==> config.mk <==
export PLATFORM = sky130hd
export DESIGN_NAME = exec_cond_stage
export DESIGN_NICKNAME = d
export VERILOG_FILES = /design/src/rtl/exec_cond_stage.sv
export SDC_FILE = /design/constraint.sdc
export NUM_CORES = 1
export LEC_CHECK = 0
export ABC_AREA = 1
export CAP_MARGIN = 15
export CELL_PAD_IN_SITES_DETAIL_PLACEMENT = 0
export CELL_PAD_IN_SITES_GLOBAL_PLACEMENT = 1
export CORE_ASPECT_RATIO = 0.75
export CORE_UTILIZATION = 28
export CTS_CLUSTER_SIZE = 24
export DETAILED_ROUTE_END_ITERATION = 16
export PLACE_DENSITY = 0.93
export SLEW_MARGIN = 20
export SYNTH_ARGS = -nofsm -noshare
export SYNTH_HDL_FRONTEND = slang
export SYNTH_SLANG_ARGS = --single-unit
export TNS_END_PERCENT = 10
==> constraint.sdc <==
create_clock -name clk_i -period 1.83 [get_ports clk_i]
set_input_delay 0.4575 -clock clk_i [delete_from_list [all_inputs] [get_ports clk_i]]
set_output_delay 0.4575 -clock clk_i [all_outputs]
set_load 0.01 [all_outputs]
==> src/rtl/exec_cond_stage.sv <==
// Execute back end: NZCV flag register, condition evaluation, result register.
// Optional squash counter enabled by defining COND_STATS_EN.
module exec_cond_stage #(
  parameter int WIDTH = 32
) (
  input  logic             clk_i,
  input  logic             rst_i,
  input  logic             valid_i,
  output logic             ready_o,
  input  logic [WIDTH-1:0] bus_i,
  input  logic             flag_c_i,
  input  logic             flag_n_i,
  input  logic             flag_v_i,
  input  logic             flag_z_i,
  input  logic [3:0]       cond_i,
  input  logic [1:0]       flag_write_i,
  input  logic             reg_write_i,
  input  logic             mem_write_i,
  input  logic             pc_src_i,
  input  logic             flush_i,
  output logic             valid_o,
  input  logic             ready_i,
  output logic [WIDTH-1:0] bus_o,
  output logic             reg_write_o,
  output logic             mem_write_o,
  output logic             pc_src_o,
`ifdef COND_STATS_EN
  output logic [15:0]      squash_count_o,
`endif
  output logic [3:0]       flags_o
);

  logic [3:0] flags_q;
  logic       n, z, c, v;
  logic       pass;
  logic       accept;

  assign {n, z, c, v} = flags_q;
  assign flags_o = flags_q;
  assign ready_o = !valid_o || ready_i;
  assign accept = valid_i && ready_o && !flush_i;

  always_comb begin
    pass = 1'b1;
    case (cond_i)
      4'd0:  pass = z;
      4'd1:  pass = !z;
      4'd2:  pass = c;
      4'd3:  pass = !c;
      4'd4:  pass = n;
      4'd5:  pass = !n;
      4'd6:  pass = v;
      4'd7:  pass = !v;
      4'd8:  pass = c && !z;
      4'd9:  pass = !c || z;
      4'd10: pass = (n == v);
      4'd11: pass = (n != v);
      4'd12: pass = !z && (n == v);
      4'd13: pass = z || (n != v);
      default: pass = 1'b1;
    endcase
  end

  always_ff @(posedge clk_i) begin
    if (rst_i) begin
      valid_o     <= 1'b0;
      bus_o       <= '0;
      reg_write_o <= 1'b0;
      mem_write_o <= 1'b0;
      pc_src_o    <= 1'b0;
      flags_q     <= 4'b0000;
    end else if (flush_i) begin
      valid_o     <= 1'b0;
      reg_write_o <= 1'b0;
      mem_write_o <= 1'b0;
      pc_src_o    <= 1'b0;
    end else if (accept) begin
      valid_o     <= 1'b1;
      bus_o       <= bus_i;
      // failed condition still occupies the slot as a bubble
      reg_write_o <= pass && reg_write_i;
      mem_write_o <= pass && mem_write_i;
      pc_src_o    <= pass && pc_src_i;
      if (pass && flag_write_i[1]) begin
        flags_q[3] <= flag_n_i;
        flags_q[2] <= flag_z_i;
      end
      if (pass && flag_write_i[0]) begin
        flags_q[1] <= flag_c_i;
        flags_q[0] <= flag_v_i;
      end
    end else if (ready_i) begin
      valid_o     <= 1'b0;
      reg_write_o <= 1'b0;
      mem_write_o <= 1'b0;
      pc_src_o    <= 1'b0;
    end
  end

`ifdef COND_STATS_EN
  always_ff @(posedge clk_i) begin
    if (rst_i) begin
      squash_count_o <= '0;
    end else if (accept && !pass && squash_count_o != 16'hFFFF) begin
      squash_count_o <= squash_count_o + 16'd1;
    end
  end
`endif

endmodule
==> results of run 1 <==
## final timing paths
kind / from / end / slack (ns) / depth (start not counted)
worst max-delay path: flags_o[2]$_SDFFE_PP0P_ / flags_o[2] / 0.07 / 1
worst max register to register: flags_o[0]$_SDFFE_PP0P_ / flags_o[3]$_SDFFE_PP0P_ / 0.41 / 10
worst min-delay path: bus_o[6]$_SDFFE_PP0P_ / bus_o[6]$_SDFFE_PP0P_ / 0.48 / 2
worst min register to register: bus_o[6]$_SDFFE_PP0P_ / bus_o[6]$_SDFFE_PP0P_ / 0.48 / 2
## logic make-up (layout without fill, tap and decap cells)
kind of cell	Yosys count	after routing	synth area share (%)
AOI/OAI and AO/OA	39	39	11.5
buffers and inverters	34	133	8.09
DFF	40	40	47.1
and+or+nand+nor	139	139	33.4
## synth_stat cells, drive strengths merged
library cell  number
clkinv             2
clkbuf             4
inv               22
nand2             34
o21ai             32
dfxtp             40
a21oi              7
nor2              86
buf                6
nand3             19
## cell usage in the layout, fill, tap and decap left out, types with 6 or more instances in the layout
cell type        count
clkdlybuf4s50_1     88
nor2_1              84
dfxtp_1             39
nand2_1             33
o21ai_0             32
inv_1               19
nand3_1             16
buf_4               10
a21oi_1              7
clkbuf_8             6
## repair_timing
item	CTS	global route
gates resized for setup	1	2
hold buffers	0	0
gates cloned	0	0
endpoints found under the setup margin	1	4
## routing by layer
layer | global-route usage (%) | part of all wire, % | vias to the layer above
met3 | 3.95 | 6.0 | 7
met1 | 21.0 | 49 | 829
met4 | 4.69 | 1.2 | 0
li1 | - | - | 981
met5 | 0 | 0 | -
met2 | 24.8 | 43 | 54
## cell type report
| type | instances | area [um^2] | area share (%) |
|---|---|---|---|
| Inverter | 24 | 90.1 | 3.17 |
| Tap cell | 78 | 97.6 | 3.44 |
| Clock buffer | 8 | 90.1 | 3.17 |
| Timing Repair Buffer | 101 | 997 | 35.1 |
| Sequential cell | 40 | 802 | 28.2 |
| Multi-Input combinational cell | 178 | 763 | 26.9 |
## state kept, by name, indices dropped and copies added (netlist names)
name	flops
bus_o	32
flags_o	4
mem_write_o	1
pc_src_o	1
reg_write_o	1
valid_o	1
## where the power goes
group / switching [mW] / total [mW] / leakage, nW / internal (mW)
combinational: 0.188 / 0.439 / 0.818 / 0.251
sequential: 0.0294 / 0.952 / 0.329 / 0.923
clock: 0.287 / 0.595 / 0.0455 / 0.308
## stage by stage
| stage | std cells | setup WS [ns] | TNS, ns | total power, mW |
|---|---|---|---|---|
| 6_report | 429 | 0.0671 | 0 | 1.99 |
| 5_1_grt | 429 | 0.00387 | 0 | 2.12 |
| 4_1_cts | 429 | 0.0397 | 0 | 2.01 |
| 3_5_place_dp | 421 | -0.190 | -5.34 | 1.41 |
| 3_3_place_gp | 421 | -0.182 | -4.43 | 1.41 |
| 2_1_floorplan | 252 | 0.464 | 0 | 1.15 |
==> run_results.csv, run 1 <==
group,metric,value,unit
finish,nFillCells,602,
detailed_routing,viasPerCell,4.36,
detailed_routing,vias,1871,
clocking,cts-buffers-inserted,5,
place,io_buffer_count,90,
detailed_routing,ant_nets,0,
clocking,clock_latency,0.28,ns
global_route,grt_start_max_net_pins,33,
finish,antennaDiodeCount,0,
detailed_routing,first_pass_iters,4,
floorplanning,num_io_pins,91,
finish,utilization,48.8,%
setup_path,cpMaxStageDelayCell,"clkdlybuf4s50_1",
synthesis,post-synth-top-area-cell,"dfxtp_1",
detailed_routing,drc,0,
clocking,cts.sinks,40,
global_route,antenna_found_initial,0,
setup_path,cpPeakStageDelay,0.58,ns
synthesis,ys_types,15,
clocking,post-cts-setup-buffers,0,
synthesis,synth.cell_area,1700,um^2
run,cap_violations,0,
sta,period_share,96.3,%
floorplanning,placementRows,24,
global_route,track_usage,15.6,%
setup_path,critPathKind,"reg2out",
synthesis,yosysWarnings,0,
sta,clock_skew,0.00269,ns
detailed_routing,wl_per_cell,11.2,um
global_route,grt_pass1_vias,1712,
synthesis,ys_seq_area_share,47.1,%
clocking,cts_buffer_depth,2,
setup_path,crit_chain,"clkdlybuf4s50_1",
sta,setup_viol,0,
floorplanning,die-width,92.0,um
place,placed_area,2750,um^2
detailed_routing,drtIter0Drc,57,
setup_path,crit_arrival,1.31,ns
floorplanning,start_util,29.2,%
sta,hold_violations,0,
synthesis,synth-seq-cells,40,
synthesis,syn_inst,252,
global_route,grt_pass1_wl,7.96,mm
sta,worst_hold_slack,0.483,ns
sta,slew_headroom,81.3,%
setup_path,crit_fanout,5,
floorplanning,dieArea,6400,um^2
setup_path,path_buf_inv,1,
finish,fin_area,2840,um^2
sta,fmax,567,MHz
finish,area_growth,66.9,%
detailed_routing,routed_wirelength,4.80,mm
setup_path,endpoint_kind,"primary output",
clocking,path_clk_slew,0.07,ns
sta,rsz0062_at_grt,"no",
clocking,cts_tree,"done",
synthesis,synth_nets,302,
sta,drv_slew,0,
sta,period_needed,1.76,ns
floorplanning,die_h,69.5,um
power_and_ir_drop,leakagePower,1.19,nW
setup_path,cp_top_family,"buffers and inverters",
synthesis,avgSynthCellArea,6.75,um^2
synthesis,synth_area_leaders,"dfxtp_1 (47%), nor2_1 (19%), o21ai_0 (9.4%), nand2_1 (7.3%), nand3_1 (4.7%)",
global_route,grt_overflow,0,
clocking,cts_root_buffer,"clkbuf_8",
power_and_ir_drop,ir_drop,363,uV
finish,layout-drive-gt1-share,7.69,%
floorplanning,core,5830,um^2
min_path,hp-class,"reg2reg",
place,gp_congestion,0.818,
outcome,outcome,"completed",
power_and_ir_drop,power_density,699,nW/um^2
place,dp_hpwl,3.58,mm
sta,worst_slew_pin_slew,0.281,ns
synthesis,yosys.area.top_type_share,47.1,%
finish,final_nets,400,
setup_path,startpoint_type,"flop",
setup_path,required,1.37,ns
clocking,h-tree-depth,2,
Power figures use the tool's default switching activity.
==> run 2: changes to the inputs <==
RECOVER_POWER = 50   (was unset)
==> run 2 against run 1 <==
Net effect:
- combinational power fell by 4%
- sequential power barely moved
- wire length fell by 0.33%
- die area did not move
- critical path type unchanged
- critical path depth did not move
- via count fell by 0.53%
- global-route usage did not move
- critical endpoint is now flags_o[0]
- core utilization fell by 0.11 points
- sequential cell count did not move
- non-clock buffer count did not move
==> run_results.csv, run 2 (synthesis gave the netlist of run 1 again) <==
group,metric,value,unit
power_and_ir_drop,power,1.96,mW
place,dp_cells,421,
global_route,use_met1,21.0,%
global_route,use_met3,3.95,%
setup_path,cp-startpoint,"flags_o[0]$_SDFFE_PP0P_",
setup_path,r2r_start,"flags_o[0]$_SDFFE_PP0P_",
global_route,grt_start_max_net_pins,33,
setup_path,crit_fanout,6,
floorplanning,start_util,29.2,%
sta,setup_ws,0.0716,ns
place,pre_cts_ws,-0.190,ns
floorplanning,die_h,69.5,um
clocking,cts_tree,"done",
finish,largest_reg_flops,32,
floorplanning,dieArea,6400,um^2
place,dp_hpwl,3.58,mm
global_route,grt_pass1_vias,1712,
sta,slew_headroom,81.4,%
clocking,cts.sinks,40,
finish,area_growth,66.5,%
power_and_ir_drop,ir_drop,360,uV
global_route,track_usage,15.6,%
global_route,grt-busiest-layer,"met2",
setup_path,cpPeakStageDelay,0.58,ns
global_route,gr-usage-met2,24.8,%
floorplanning,die-width,92.0,um
power_and_ir_drop,power_density,693,nW/um^2
finish,nFillCells,602,
min_path,hp-class,"reg2reg",
outcome,outcome,"completed",
finish,final_cells,429,
clocking,path_clk_slew,0.07,ns
clocking,clock_latency,0.28,ns
global_route,antenna_found_initial,0,
clocking,cts-buffers-inserted,5,
detailed_routing,first_pass_iters,4,
sta,hold_violations,0,
min_path,hp-start,"bus_o[6]$_SDFFE_PP0P_",
finish,antennaDiodeCount,0,
place,io_buffer_count,90,
setup_path,required,1.37,ns
setup_path,path_buf_inv,1,
sta,drv_slew,0,
sta,setup_tns,0,ns
place,gp_congestion,0.818,
setup_path,crit_arrival,1.30,ns
global_route,grt_overflow,0,
setup_path,cpMaxStageDelayCell,"clkdlybuf4s50_1",
detailed_routing,drc,0,
finish,layout-drive-gt1-share,7.41,%
finish,final_common_cell,"nor2_1",
sta,worst_slew_pin_slew,0.278,ns
run,cap_violations,0,
setup_path,critPathKind,"reg2out",
detailed_routing,vias,1861,
sta,rsz0062_at_grt,"no",
sta,worst_hold_slack,0.476,ns
setup_path,crit_chain,"clkdlybuf4s50_1",
detailed_routing,wl_per_cell,11.2,um
sta,fmax,569,MHz
floorplanning,placementRows,24,
setup_path,startpoint_type,"flop",
setup_path,endpoint_kind,"primary output",
floorplanning,num_io_pins,91,
sta,clock_skew,0.00230,ns
clocking,h-tree-depth,2,
detailed_routing,routed_wirelength,4.78,mm
clocking,cts_root_buffer,"clkbuf_8",
sta,period_needed,1.76,ns
setup_path,cp_top_family,"buffers and inverters",
floorplanning,core,5830,um^2
detailed_routing,viasPerCell,4.34,
sta,period_share,96.1,%
power_and_ir_drop,leakagePower,1.28,nW
detailed_routing,ant_nets,0,
sta,setup_viol,0,
detailed_routing,drtIter0Drc,70,
finish,final_nets,400,
global_route,grt_pass1_wl,7.96,mm
clocking,cts_buffer_depth,2,
finish,final_cell_mix,"nor2_1 (84), clkdlybuf4s50_1 (52), dfxtp_1 (39), dlygate4sd3_1 (36), nand2_1 (33)",
finish,top_register,"bus_o",
## run 2: layer usage
metal | up-vias | part of all wire, % | routed length [um]
li1 | 981 | - | -
met1 | 816 | 49 | 2320
met2 | 57 | 44 | 2090
met3 | 7 | 6.5 | 313
met4 | 0 | 1.2 | 59
met5 | - | 0 | 0
## run 2: layout make-up
type | instances | area, um^2 | share of cell area (%)
inverters | 24 | 90.1 | 3.18
repair buffers | 101 | 991 | 35.0
multi-input cells | 178 | 763 | 26.9
flip-flops and latches | 40 | 802 | 28.3
well taps | 78 | 97.6 | 3.44
clock buffers | 8 | 90.1 | 3.18
## run 2: what timing repair did
action / in CTS / in global routing
gates resized for setup: 1 / 2
endpoints found under the setup margin: 1 / 4
setup buffers: 0 / 0
hold buffers: 0 / 0
## run 2: tightest hold or removal path: cells and delay by family (launching register included)
family	cells	cell delay (ns)
simple gates	2	0.12
flops	1	0.32
## run 2: final timing paths
path | to | slack (ns) | depth (start not counted)
max reg2reg | flags_o[3]$_SDFFE_PP0P_ | 0.41 | 10
min reg2reg | bus_o[6]$_SDFFE_PP0P_ | 0.48 | 2
max | flags_o[0] | 0.07 | 1
min | bus_o[6]$_SDFFE_PP0P_ | 0.48 | 2
## run 2: through the flow
stage                     instance area, um^2  util (%)
after global routing                     2830      48.6
after detailed placement                 2750      47.2
after global placement                   2750      47.2
final                                    2830      48.6
after floorplan                          1700         -
after CTS                                2840      48.7
## run 2: power by group
part           switching (mW)  internal (mW)  total [mW]  leakage, nW
Combinational           0.188          0.232       0.420        0.909
Sequential             0.0272          0.923       0.950        0.329
Clock                   0.287          0.308       0.594       0.0455
